`src/rtl/fifo_stream_reader.sv`:
```
// Stream adapter between a synchronous FIFO with 1-cycle registered read data
// and a valid/ready consumer, buffering up to two words to keep full throughput.
module fifo_stream_reader #(
  parameter int DATA_WIDTH = 8
) (
  input  logic                  clk,
  input  logic                  rst,
  output logic                  fifo_rd_en,
  input  logic [DATA_WIDTH-1:0] fifo_rd_data,
  input  logic                  fifo_empty,
  input  logic                  flush,
  output logic [DATA_WIDTH-1:0] m_data,
  output logic                  m_valid,
  input  logic                  m_ready,
  output logic [1:0]            occupancy
);

  logic [DATA_WIDTH-1:0] head_q, head_d;
  logic [DATA_WIDTH-1:0] tail_q, tail_d;
  logic [1:0]            occ_q, occ_d;
  logic                  inflight_q, inflight_d;
  logic                  m_valid_q, m_valid_d;
  logic                  pop, push;
  logic [1:0]            committed;

  always_comb begin
    pop = m_valid_q & m_ready;
    // Slots already spoken for once this cycle's pop leaves; never exceeds 2.
    committed  = occ_q + {1'b0, inflight_q} - {1'b0, pop};
    fifo_rd_en = !rst && !flush && !fifo_empty && (committed < 2'd2);
    // A word arriving during a flush belongs to the discarded stream.
    push = inflight_q & !flush;

    head_d     = head_q;
    tail_d     = tail_q;
    occ_d      = occ_q;
    inflight_d = fifo_rd_en;

    if (flush) begin
      occ_d = 2'd0;
    end else begin
      case ({push, pop})
        2'b10: begin
          if (occ_q == 2'd0) head_d = fifo_rd_data;
          else               tail_d = fifo_rd_data;
          occ_d = occ_q + 2'd1;
        end
        2'b01: begin
          head_d = tail_q;
          occ_d  = occ_q - 2'd1;
        end
        2'b11: begin
          if (occ_q == 2'd2) begin
            head_d = tail_q;
            tail_d = fifo_rd_data;
          end else begin
            head_d = fifo_rd_data;
          end
        end
        default: ;
      endcase
    end

    m_valid_d = (occ_d != 2'd0);
  end

  always_ff @(posedge clk) begin
    if (rst) begin
      head_q     <= '0;
      tail_q     <= '0;
      occ_q      <= 2'd0;
      inflight_q <= 1'b0;
      m_valid_q  <= 1'b0;
    end else begin
      head_q     <= head_d;
      tail_q     <= tail_d;
      occ_q      <= occ_d;
      inflight_q <= inflight_d;
      m_valid_q  <= m_valid_d;
    end
  end

  assign m_data    = head_q;
  assign m_valid   = m_valid_q;
  assign occupancy = occ_q;

endmodule

```
`config.mk`:
```
export PLATFORM = sky130hd
export DESIGN_NAME = fifo_stream_reader
export DESIGN_NICKNAME = d
export VERILOG_FILES = /design/src/rtl/fifo_stream_reader.sv
export SDC_FILE = /design/constraint.sdc
export NUM_CORES = 1
export LEC_CHECK = 0
export ABC_AREA = 0
export BUFFER_PORTS_ARGS = -buffer_cell sky130_fd_sc_hd__buf_4
export CAP_MARGIN = 20
export CELL_PAD_IN_SITES_DETAIL_PLACEMENT = 1
export CELL_PAD_IN_SITES_GLOBAL_PLACEMENT = 2
export CORE_ASPECT_RATIO = 0.75
export CORE_MARGIN = 2
export CORE_UTILIZATION = 32
export CTS_CLUSTER_SIZE = 8
export DETAILED_ROUTE_END_ITERATION = 10
export MAX_ROUTING_LAYER = met4
export PLACE_DENSITY = 0.88
export SYNTH_ARGS = -nofsm -noshare
export SYNTH_HDL_FRONTEND = slang
export SYNTH_SLANG_ARGS = --single-unit
```
`constraint.sdc`:
```
create_clock -name clk -period 2.6 [get_ports clk]
set_input_delay 0.52 -clock clk [delete_from_list [all_inputs] [get_ports clk]]
set_output_delay 0.52 -clock clk [all_outputs]
set_load 0.03 [all_outputs]
```
==> run metrics, run 1 <==
crit-path cells=buf_4 > nand2_1 > inv_1 > ha_1 > nor2b_1 > xnor2_1 > nor3_1 > buf_4; Post-Place Cell Area=0.001271 sq mm; total CTS buffers=3; HP Class=in -> reg; Post CTS Setup Buffer Count=0; pre-CTS setup slack=0.3338 ns; Startpoint Class=primary input; nets=153; slowest stage delay, CP=0.27 ns; first-pass GRT wire length=4360 microns; Antenna Cells=0; critical path class=in -> out; outcome=finished, final reports clean; I/O pins=25; total wire length=2581 microns; Syn Area/Cell=9.748 sq um; CTS tree=built; post-route setup slack=0.4291 ns; sequential fraction of the synthesis area=37.34%; Max Fanout on Critical Path=3; full die area=0.003835 sq mm; insertion delay to the later sink of the worst-skew pair=0.26 ns; clock root buffer master=clkbuf_8; placed wire-length estimate=1950 microns; Most Frequent Cell on Critical Path=buf_4; required time worst endpoint=2.08 ns; hold-critical path depth=2; fmax=460.6 MHz; Clock Path Buffers=2; hold path start=fifo_empty; P_leak=0.0005382 uW; Final Max Slew Viols=0; Tot GR Track Use=15.54%; headroom to the max-slew limit=66.75%; predominant post-synthesis flop cell=dfxtp_1; commonest non-fill, non-tap cells in the layout=buf_4 (26), dfxtp_1 (20), a21oi_1 (16), nor3_1 (11); commonest non-fill, non-tap cell in the layout=buf_4; post-CTS resize count=0; WL/cell=14.83 microns; vias in the first global route=872; RSZ-0062 raised after global routing=false; top-area cell type share of the netlist area=37.34%; area grow syn2layout=23.69%; IO Port Bufs=24; syn nets=128; gr ovfl total=0; FF+latch count, synth=20; Hold Violations, Final=0; Final Total Pwr=621.5 uW; design area=0.001326 sq mm; Via-to-Cell Ratio=5.155; worst reg2reg path depth=7; Worst-Margin Slew=0.4981 ns; Initial Utilization=33.06%; worst vdd ir=0.1845 mV; Max stage delay cell, worst path=ha_1; core area=0.003243 sq mm; Final setup viols=0; H-tree level count=1; std cell rows=18; YS warnings=0; setup_tns=0 ns; synth unique cells=32; minimum period implied by the final worst setup slack=2.171 ns; die width=70.84 microns; post-synthesis cell count=110; number of clock sinks=20; CP arrival=1.65 ns; drt drc=0; hold_buf cts=0; Final period util=83.50%; global placement routability congestion=0.7302; Area contributors post-synth=dfxtp_1 (37%), a21oi_1 (7.5%), a221oi_1 (6.5%); skew final=0.003506 ns; CTS clk-pin slew, worst paths=0.07 ns; area of the mapped netlist=0.001072 sq mm; Post-synth EDFFs=0; vias=897; Die Y=54.13 microns; Worst Setup SP=m_ready; CP endpoint kind=output pin; ratio of cells with drive above 1 in the final layout=36.57%; TritonRoute pass-1 iters=4; initial antenna violation count=0; 1st-iter DRT viols=19; post-route ant nets=0; maximum capacitance violations=0; r2r startpoint=inflight_q; area leader, netlist=dfxtp_1; largest net degree at the start of global routing=19; Cell Pwr Density=468.6 mW/mm^2; Post-synth ARST share=0%
cell type report:
| class | count | area (sq um) |
|---|---|---|
| Clock buffer | 4 | 55.05 |
| Multi-Input combinational cell | 80 | 610.6 |
| Sequential cell | 20 | 400.4 |
| Timing Repair Buffer | 26 | 195.2 |
| Fill cell | 391 | 1917 |
| Inverter | 4 | 15.01 |
| Tap cell | 40 | 50.05 |
worst max-delay path: cells and delay by family:
kind          cells  cell delay (ns)
fa+ha+maj         1             0.27
buf+inv           3             0.38
xor+xnor          1             0.10
simple gates      3             0.40
path summary, 6_finish.rpt:
kind / to / slack (ns)
worst max-delay path: fifo_rd_en / 0.43
worst min register to register: m_data[6] / 0.51
worst max register to register: m_data[3] / 0.74
worst min-delay path: inflight_q / 0.43
Yosys cell counts (2+ instances only):
| cell | instances |
|---|---|
| dfxtp_1 | 20 |
| nand3_1 | 8 |
| nor3_1 | 11 |
| a21oi_1 | 16 |
| a21bo_2 | 6 |
| xnor2_1 | 3 |
| o21ai_4 | 2 |
| ha_1 | 5 |
| buf_6 | 3 |
| inv_1 | 3 |
| a21oi_2 | 2 |
| a221oi_1 | 8 |
| a21bo_1 | 2 |
| nor2b_1 | 2 |
| clkbuf_1 | 2 |
metrics by stage:
step | hold slack (ns) | std cells | utilization [%]
floorplan | 0.5489 | 110 | -
global placement | 0.5014 | 170 | 39.20
detailed placement | 0.5039 | 170 | 39.20
CTS | 0.4247 | 174 | 40.90
global route | 0.4255 | 174 | 40.90
finish | 0.4305 | 174 | 40.90
where the power goes:
group | switching, uW | leakage, uW | internal (uW) | total (uW)
clock | 101 | 0.0000288 | 135 | 236
sequential | 4.53 | 0.000162 | 313 | 318
combinational | 37.2 | 0.000347 | 30.8 | 68.0
per-layer routing:
metal	GRT usage, %	share of wire (%)	vias to the layer above
li1	-	-	453
met1	20.58	49	417
met2	23.68	45	22
met3	4.307	5.2	5
met4	3.774	0.97	0
met5	-	0	-
logic make-up after synthesis:
family	Yosys count	share of synthesized area (%)
DFF	20	37.34
adders and majority gates	5	5.834
buffers and inverters	10	5.717
and+or+nand+nor	32	18.32
AOI/OAI and AO/OA	40	30.34
xor gates and xnor gates	3	2.451
registers in the layout, summed over array words and instances, names as in the netlist:
| signal | cells |
|---|---|
| inflight_q | 1 |
| m_data | 8 |
| m_valid | 1 |
| occupancy | 2 |
| tail_q | 8 |
Power figures use the tool's default switching activity.
==> run 2: changes to the inputs <==
--- a/config.mk
+++ b/config.mk
@@ -5,18 +5,18 @@
 export SDC_FILE = /design/constraint.sdc
 export NUM_CORES = 1
 export LEC_CHECK = 0
-export ABC_AREA = 0
+export ABC_AREA = 1
 export BUFFER_PORTS_ARGS = -buffer_cell sky130_fd_sc_hd__buf_4
 export CAP_MARGIN = 20
 export CELL_PAD_IN_SITES_DETAIL_PLACEMENT = 1
 export CELL_PAD_IN_SITES_GLOBAL_PLACEMENT = 2
 export CORE_ASPECT_RATIO = 0.75
 export CORE_MARGIN = 2
-export CORE_UTILIZATION = 32
+export CORE_UTILIZATION = 25
 export CTS_CLUSTER_SIZE = 8
 export DETAILED_ROUTE_END_ITERATION = 10
 export MAX_ROUTING_LAYER = met4
-export PLACE_DENSITY = 0.88
+export PLACE_DENSITY = 0.84
 export SYNTH_ARGS = -nofsm -noshare
 export SYNTH_HDL_FRONTEND = slang
 export SYNTH_SLANG_ARGS = --single-unit
==> constraint.sdc (replaced) <==
create_clock -name clk -period 1.95 [get_ports clk]
set_input_delay 0.39 -clock clk [delete_from_list [all_inputs] [get_ports clk]]
set_output_delay 0.39 -clock clk [all_outputs]
set_load 0.03 [all_outputs]
==> run 2 against run 1 <==
Net effect: register-to-register slack got worse by 0.42 ns; die area increased by 37%; routed wire length is 15% higher; highest routed layer unchanged.
==> run metrics, run 2 <==
number of fillers in the final layout=577 (+48%); WL/cell=10.74 microns (-28%); minimum period implied by the final worst setup slack=1.834 ns; Initial Utilization=26.09% (-7.0 points); top-area cell type share of the netlist area=34.15% (-3.2 points); H-tree level count=1 (unchanged); Cell Pwr Density=567.7 mW/mm^2 (+21%); area leader, netlist=dfxtp_1; CP arrival=1.44 ns (-0.21 ns); predominant post-synthesis flop cell=dfxtp_1; full die area=0.005259 sq mm (+37%); CP endpoint kind=output pin; I/O pins=25 (unchanged); Post-synth EDFFs=0 (unchanged); CTS clk-pin slew, worst paths=0.07 ns (about the same); design area=0.001519 sq mm (+15%); synth unique cells=21 (-34%); commonest non-fill, non-tap cell in the layout=nand2_1; critical path class=reg -> out; Antenna Cells=0 (unchanged); Syn Area/Cell=6.170 sq um (-37%); CTS tree=built; Post-Place Cell Area=0.001440 sq mm (+13%); HP Class=in -> reg; Max stage delay cell, worst path=dfxtp_2; hold_buf cts=0 (unchanged); insertion delay to the later sink of the worst-skew pair=0.26 ns (about the same); vias=1121 (+25%); clock root buffer master=clkbuf_8; slowest stage delay, CP=0.33 ns (+0.06 ns); worst vdd ir=0.2451 mV (+33%); initial antenna violation count=0 (unchanged); core area=0.004493 sq mm (+39%); placed wire-length estimate=2278 microns (+17%); TritonRoute pass-1 iters=3 (-1); maximum capacitance violations=0 (unchanged); syn nets=208 (+63%); Area contributors post-synth=dfxtp_1 (34%), nand2_1 (17%), nor2_1 (15%); area of the mapped netlist=0.001172 sq mm (+9.3%); area grow syn2layout=29.56%; FF+latch count, synth=20 (unchanged); Max Fanout on Critical Path=2 (-1); crit-path cells=nand2_2 > clkinv_2 > ha_2 > nor2_2 > xnor2_2 > nor2_2 > buf_6; top post-synthesis cells by count=nand2_1 (54), nor2_1 (47), inv_1 (34); gr ovfl total=0 (unchanged); YS warnings=0 (unchanged); drt drc=0 (unchanged); RSZ-0062 raised after global routing=false; IO Port Bufs=24 (unchanged); Tot GR Track Use=12.62% (-2.9 points); Final period util=94.05%; global placement routability congestion=0.7566 (+3.6%); fmax=545.2 MHz; Worst-Margin Slew=0.5867 ns (+0.08863 ns); number of clock sinks=20 (unchanged); Clock Path Buffers=2 (unchanged); outcome=finished, final reports clean; Final Total Pwr=862.3 uW (+39%); P_leak=0.0007709 uW (+43%); total CTS buffers=3 (unchanged); skew final=0.001304 ns (-0.002202 ns); commonest non-fill, non-tap cells in the layout=nand2_1 (54), nor2_1 (45), inv_1 (34), buf_4 (27), dfxtp_1 (19); Most Frequent Cell on Critical Path=nor2_2; nets=239 (+56%); ratio of cells with drive above 1 in the final layout=23.18% (-13 points); Post-synth ARST share=0% (unchanged); largest net degree at the start of global routing=17 (-2); first-pass GRT wire length=5188 microns (+19%); post-synthesis cell count=190 (+73%); Hold Violations, Final=0 (unchanged); dpl cells=273 (+61%); Startpoint Class=flop; Final Max Slew Viols=0 (unchanged); top-count cell post-synth=nand2_1; total wire length=2976 microns (+15%); headroom to the max-slew limit=60.84% (-5.9 points); Final setup viols=0 (unchanged); Via-to-Cell Ratio=4.047 (-21%); post-route ant nets=0 (unchanged); std cell rows=21 (+3); required time worst endpoint=1.56 ns (-0.52 ns); vias in the first global route=1108 (+27%); 1st-iter DRT viols=41 (+22); Die Y=63.31 microns (+17%); setup_tns=0 ns (unchanged); sequential fraction of the synthesis area=34.15% (-3.2 points); Final Non-Filler Cells=277 (+59%); die width=83.08 microns (+17%); worst hold slack=0.3675 ns (-0.06302 ns)
run 2: power breakdown:
part,internal (uW),leakage (uW),switching (uW)
logic,47.5,0.000579,68.4
registers,421,0.000163,4.75
clock network,180,0.0000288,141
total,648,0.000771,214
run 2: path summary, 6_finish.rpt:
path,end,slack (ns),depth (start not counted),from
hold reg to reg,m_data[0],0.52,4,m_data[0]
hold / removal,tail_q[5],0.37,3,fifo_rd_data[5]
setup reg to reg,m_data[5],0.32,10,m_valid
setup / recovery,fifo_rd_en,0.12,7,m_valid
run 2: logic make-up after synthesis:
logic type	count (synthesis)	share of synthesized area (%)
compound gates	10	4.589
xor+xnor	2	1.494
fa+ha+maj	5	5.336
buf+inv	38	13.13
flops	20	34.15
simple gates	115	41.30
run 2: final cells by class:
cell class | instances | area, sq um | share of cell area, %
multi-input combinational | 132 | 640.6 | 42.17
clock buffer | 4 | 55.05 | 3.624
timing repair buffer | 28 | 214.0 | 14.09
inverter | 36 | 136.4 | 8.979
sequential | 20 | 401.6 | 26.44
tap | 57 | 71.32 | 4.695
run 2: what timing repair did:
action                                  4_1_cts  5_1_grt
endpoints found under the setup margin        0        1
endpoints found under the hold margin         0        0
buffers inserted                              0        0
resized for setup                             0        5
run 2: critical path, delay by kind of cell (launching register included):
family,cells,cell delay [ns]
xor+xnor,1,0.13
fa+ha+maj,1,0.31
buf+inv,2,0.19
flops,1,0.33
simple gates,3,0.22
run 2: metrics by stage:
step,util [%],worst slack [ns]
finish,33.81,0.1160
global route,33.81,0.01026
CTS,33.28,0.03609
detailed placement,32.05,0.1442
global placement,32.05,0.1521
floorplan,-,0.06050
run 2: layer usage:
layer | up-vias | wire length [microns] | part of all wire [%] | GRT usage [%]
met5 | - | 0 | 0 | -
met4 | 0 | 35 | 1.2 | 3.074
met3 | 4 | 82 | 2.8 | 3.145
met2 | 13 | 1254 | 42 | 18.95
met1 | 491 | 1604 | 54 | 17.09
li1 | 613 | - | - | -
